==> src/rtl/game_clock_ctrl.sv <==
// Seconds display sequencer: 1 s prescaler, start/pause/clear FSM,
// three-digit BCD up/down counter with a one-cycle time_up event.
module game_clock_ctrl #(
    parameter int TICKS_PER_SEC = 50000000,
    parameter int PRESCALE_W    = 26
) (
    input  logic        Clk,
    input  logic        Reset,
    input  logic        start,
    input  logic        pause,
    input  logic        clear,
    input  logic        count_down,
    input  logic [11:0] load_val,
    output logic [3:0]  one_sec,
    output logic [3:0]  ten_sec,
    output logic [3:0]  hund_sec,
    output logic        sec_tick,
    output logic        running,
    output logic        paused,
    output logic        time_up
);

    typedef enum logic [1:0] {
        IDLE    = 2'd0,
        RUN     = 2'd1,
        PAUSE   = 2'd2,
        EXPIRED = 2'd3
    } state_t;

    localparam logic [PRESCALE_W-1:0] PRESC_MAX =
        PRESCALE_W'(TICKS_PER_SEC - 1);

    state_t                state;
    logic                  mode;
    logic [PRESCALE_W-1:0] presc;
    logic                  expire_evt;
    logic [11:0]           digits;
    logic [11:0]           load_clamped;
    logic [11:0]           digits_inc;
    logic [11:0]           digits_dec;
    logic                  tick;
    logic                  pause_cmd;

    function automatic logic [3:0] clamp9(input logic [3:0] n);
        return (n > 4'd9) ? 4'd9 : n;
    endfunction

    assign digits    = {hund_sec, ten_sec, one_sec};
    assign tick      = (state == RUN) && (presc == PRESC_MAX);
    // start outranks pause even in RUN, where start itself does nothing
    assign pause_cmd = pause && !start;

    // Countdown preload with every nibble limited to a legal BCD digit
    always_comb begin
        load_clamped = {clamp9(load_val[11:8]),
                        clamp9(load_val[7:4]),
                        clamp9(load_val[3:0])};
    end

    // BCD increment with carry ripple, 999 wraps to 000
    always_comb begin
        digits_inc = digits;
        if (one_sec != 4'd9) begin
            digits_inc[3:0] = one_sec + 4'd1;
        end else begin
            digits_inc[3:0] = 4'd0;
            if (ten_sec != 4'd9) begin
                digits_inc[7:4] = ten_sec + 4'd1;
            end else begin
                digits_inc[7:4]  = 4'd0;
                digits_inc[11:8] = (hund_sec == 4'd9) ? 4'd0
                                                      : hund_sec + 4'd1;
            end
        end
    end

    // BCD decrement with borrow ripple
    always_comb begin
        digits_dec = digits;
        if (one_sec != 4'd0) begin
            digits_dec[3:0] = one_sec - 4'd1;
        end else begin
            digits_dec[3:0] = 4'd9;
            if (ten_sec != 4'd0) begin
                digits_dec[7:4] = ten_sec - 4'd1;
            end else begin
                digits_dec[7:4]  = 4'd9;
                digits_dec[11:8] = (hund_sec == 4'd0) ? 4'd9
                                                      : hund_sec - 4'd1;
            end
        end
    end

    // Control FSM, prescaler, digit register and registered status outputs
    always_ff @(posedge Clk or posedge Reset) begin
        if (Reset) begin
            state                        <= IDLE;
            mode                         <= 1'b0;
            presc                        <= '0;
            expire_evt                   <= 1'b0;
            {hund_sec, ten_sec, one_sec} <= 12'h000;
            sec_tick                     <= 1'b0;
            running                      <= 1'b0;
            paused                       <= 1'b0;
            time_up                      <= 1'b0;
        end else begin
            sec_tick   <= 1'b0;
            expire_evt <= 1'b0;
            time_up    <= expire_evt;
            if (clear) begin
                state                        <= IDLE;
                presc                        <= '0;
                {hund_sec, ten_sec, one_sec} <= 12'h000;
                running                      <= 1'b0;
                paused                       <= 1'b0;
            end else begin
                unique case (state)
                    IDLE, EXPIRED: begin
                        if (start) begin
                            mode  <= count_down;
                            presc <= '0;
                            paused <= 1'b0;
                            if (!count_down) begin
                                {hund_sec, ten_sec, one_sec} <= 12'h000;
                                state   <= RUN;
                                running <= 1'b1;
                            end else if (load_clamped == 12'h000) begin
                                {hund_sec, ten_sec, one_sec} <= 12'h000;
                                state      <= EXPIRED;
                                running    <= 1'b0;
                                expire_evt <= 1'b1;
                            end else begin
                                {hund_sec, ten_sec, one_sec} <= load_clamped;
                                state   <= RUN;
                                running <= 1'b1;
                            end
                        end
                    end
                    RUN: begin
                        if (tick) begin
                            presc    <= '0;
                            sec_tick <= 1'b1;
                        end else begin
                            presc <= presc + 1'b1;
                        end
                        if (tick && mode && digits == 12'h001) begin
                            {hund_sec, ten_sec, one_sec} <= 12'h000;
                            state      <= EXPIRED;
                            running    <= 1'b0;
                            paused     <= 1'b0;
                            expire_evt <= 1'b1;
                        end else begin
                            if (tick) begin
                                {hund_sec, ten_sec, one_sec} <=
                                    mode ? digits_dec : digits_inc;
                            end
                            if (pause_cmd) begin
                                state   <= PAUSE;
                                running <= 1'b0;
                                paused  <= 1'b1;
                            end
                        end
                    end
                    PAUSE: begin
                        if (start || pause) begin
                            state   <= RUN;
                            running <= 1'b1;
                            paused  <= 1'b0;
                        end
                    end
                    default: begin
                        state <= IDLE;
                    end
                endcase
            end
        end
    end

endmodule

==> config.mk <==
export PLATFORM = sky130hd
export DESIGN_NAME = game_clock_ctrl
export DESIGN_NICKNAME = d
export VERILOG_FILES = /design/src/rtl/game_clock_ctrl.sv
export SDC_FILE = /design/constraint.sdc
export NUM_CORES = 1
export LEC_CHECK = 0
export BUFFER_PORTS_ARGS = -buffer_cell sky130_fd_sc_hd__buf_4
export CAP_MARGIN = 10
export CORE_MARGIN = 5
export CORE_UTILIZATION = 59
export DETAILED_ROUTE_END_ITERATION = 16
export PLACE_DENSITY = 0.88
export SETUP_SLACK_MARGIN = 0.5
export SLEW_MARGIN = 10
export SYNTH_ARGS = -nofsm -noshare
export SYNTH_HDL_FRONTEND = slang
export SYNTH_SLANG_ARGS = --single-unit
export TNS_END_PERCENT = 10
==> constraint.sdc <==
create_clock -name Clk -period 3.35 [get_ports Clk]
set_input_delay 0.67 -clock Clk [delete_from_list [all_inputs] [get_ports Clk]]
set_output_delay 0.67 -clock Clk [all_outputs]
set_load 0.02 [all_outputs]
==> flow_summary.json <==
{
  "outcome": "finished, final reports clean",
  "syn_inst": 368,
  "drive_gt1_share_pct": 16.1,
  "io_pins": 34,
  "clk_pin_slew_ns": 0.09,
  "async_reset_ff_share_pct": 100,
  "synth_nets": 399,
  "p_int_uw": 1330,
  "hold_viol_final": 0,
  "crit_type": "register to register",
  "numPlacedInstances": 462,
  "fin_crit_sh_pct": 78.0,
  "leakagePower_uw": 0.00153,
  "period_needed_ns": 2.61,
  "p_sw_share_pct": 45.0,
  "slew_headroom_pct": 36.9,
  "via_per_inst": 6.08,
  "ant_nets": 0,
  "fin_cells": 470,
  "rsz0062_at_grt": "no",
  "slew_violations": 0,
  "drc_errors": 0,
  "synth.ff_latch_count": 46,
  "fillers": 465,
  "via_count": 2858,
  "hpwlAfterDp_um": 5660,
  "wl_per_cell_um": 16.2,
  "ctsHoldBuffers": 0,
  "cp.arrival_ns": 2.81,
  "yosys_warnings": 0,
  "critPathLaunchType": "register",
  "area_growth_pct": 11.9,
  "synth_area_um2": 3220,
  "tns_ns": 0,
  "ys_seq_area_share_pct": 35.7,
  "setup_viol": 0,
  "fin_skew_ns": 0.0128,
  "num_antenna_cells": 0,
  "pwr-share-seq_pct": 34.3,
  "firstDrtPassIters": 4,
  "htreeDepth": 2,
  "synth_edf_count": 0,
  "overflow": 0,
  "power_frac_comb_pct": 51.4,
  "critPathCaptureType": "register",
  "ctsResizeCount": 0,
  "critPathMaxFanout": 11,
  "p_sw_uw": 1090,
  "cts_tree": "done",
  "max_freq_mhz": 383,
  "fp.dieH_um": 83.9,
  "dieArea_um2": 7040,
  "fin_area_um2": 3610,
  "max-vdd-ir-drop_v": 0.000375,
  "portBuffers": 33,
  "hold_path.class": "register to register",
  "cts_buffer_depth": 2,
  "core_area_um2": 5410,
  "gp_congestion": 0.872,
  "required_ns": 3.55,
  "core.rowCount": 27,
  "drt_iter0_markers": 261,
  "clk_latency_ns": 0.31,
  "maxCapViolations": 0,
  "p_per_area_nw_per_um2": 669,
  "die_w_um": 83.9,
  "grt_first_pass_wirelength_um": 13300,
  "tightest_slew_ns": 0.945,
  "layout.nets": 428,
  "start_util_pct": 59.7,
  "syn_area_per_cell_um2": 8.76,
  "cts.sinks": 46,
  "grt_pass1_vias": 2810,
  "wl_um": 7600,
  "track_usage_pct": 22.9,
  "cts_buffers": 5,
  "cts-root-buf": "clkbuf_8",
  "synth.distinct_cells": 62,
  "post_cts_buffers": 0,
  "placed_cell_area_um2": 3520,
  "grt_start_max_net_pins": 47,
  "synth_flop_cell": "dfrtp_1",
  "p_clk_share_pct": 14.3,
  "grt_antenna_before_repair": 0
}
-- cells in the final DEF, fill, tap and decap left out, types with 3 or more instances in the layout --
cell type   n
and3_1      7
nand4_1     8
xnor2_1    17
ha_1       13
clkbuf_8    5
mux2_2      4
dfrtp_1    46
nand3_1    12
xor2_1      5
inv_1      18
nor4_1      7
o21ai_1     5
a21oi_1    21
a211oi_1    8
nor2b_1    11
nand3b_1    6
o21ai_0    18
a31oi_1     4
nor3_1     14
nor2_1     44
mux2_1      6
mux2i_1     5
nor4b_1     4
nand2b_1    6
or2_2       3
nand2_1    22
a32o_1      3
buf_4      35
-- layout make-up --
| class | instances | area (µm²) | share of cell area [%] |
|---|---|---|---|
| Clock buffer | 5 | 68.8 | 1.91 |
| Clock inverter | 3 | 21.3 | 0.590 |
| Inverter | 20 | 75.1 | 2.08 |
| Multi-Input combinational cell | 289 | 1940 | 53.7 |
| Sequential cell | 46 | 1150 | 31.9 |
| Tap cell | 72 | 90.1 | 2.50 |
| Timing Repair Buffer | 35 | 263 | 7.28 |
-- routing by layer --
layer | GRT usage (%) | part of all wire (%) | vias up
li1 | - | - | 1386
met1 | 28.1 | 42 | 1367
met2 | 40.0 | 51 | 93
met3 | 4.84 | 5.7 | 12
met4 | 7.46 | 1.6 | 0
met5 | 0 | 0 | -
-- through the flow --
step                worst slack, ns  total power [µW]  hold slack [ns]  utilization [%]
floorplan                     0.785              1720            0.331                -
global placement              0.868              2020            0.334             65.1
detailed placement            0.752              2070            0.349             65.1
CTS                           0.729              2410            0.371             66.7
global route                  0.610              2600            0.384             66.7
finish                        0.736              2410            0.370             66.7
-- power by group through the flow --
stage,Combinational (µW),Sequential [µW],Clock [µW]
2_1_floorplan,900,822,0
3_3_place_gp,1190,828,0
3_5_place_dp,1230,835,0
4_1_cts,1240,824,351
5_1_grt,1360,855,383
6_report,1240,829,345
-- registers in the layout, summed over array words and instances (netlist names) --
name	flops
sec_tick	1
ten_sec	4
mode	1
state	2
time_up	1
running	1
expire_evt	1
one_sec	4
hund_sec	4
paused	1
presc	26
-- path summary, 6_finish.rpt --
kind                               to   startpoint  slack, ns  depth (start not counted)
setup / recovery           ten_sec[1]  hund_sec[0]       0.74                          7
min in group asynchronous     running        Reset       0.57                          2
max in group asynchronous  one_sec[0]        Reset       2.18                          2
hold reg to reg               time_up   expire_evt       0.37                          0
hold / removal                time_up   expire_evt       0.37                          0
setup reg to reg           ten_sec[1]  hund_sec[0]       0.74                          7
-- synthesized netlist by cell type (6+ instances only) --
| cell | instances | area share, % |
|---|---|---|
| nand3_1 | 12 | 1.9 |
| nand2_1 | 22 | 2.6 |
| xnor2_1 | 17 | 4.6 |
| a21oi_1 | 21 | 3.3 |
| a211oi_1 | 8 | 1.9 |
| clkbuf_1 | 7 | 0.82 |
| and3_1 | 7 | 1.4 |
| ha_1 | 13 | 5.0 |
| nor4_1 | 7 | 1.4 |
| nor2_1 | 44 | 5.1 |
| nor3_1 | 14 | 2.2 |
| nor2b_1 | 11 | 2.1 |
| nand2b_1 | 6 | 1.2 |
| o21ai_0 | 18 | 2.8 |
| nand4_1 | 8 | 1.6 |
| inv_1 | 19 | 2.2 |
| dfrtp_1 | 46 | 36 |
| mux2_1 | 6 | 2.1 |
| nand3b_1 | 6 | 1.4 |
-- critical path, stage by stage (launching register included) --
cell      delay [ns]
dfrtp_1         0.51
inv_1           0.12
ha_1            0.23
or3b_4          0.44
nor4_4          0.37
o211ai_2        0.21
a21oi_4         0.27
mux2_1          0.34
-- logic make-up after synthesis --
kind of cell	after synthesis	share of synthesized area [%]
simple gates	157	26.4
compound gates	80	16.7
flops	46	35.7
buf+inv	33	4.19
xor+xnor	22	5.98
mux	17	5.98
fa+ha+maj	13	5.04
No activity file was read; power rests on OpenSTA's default activity.
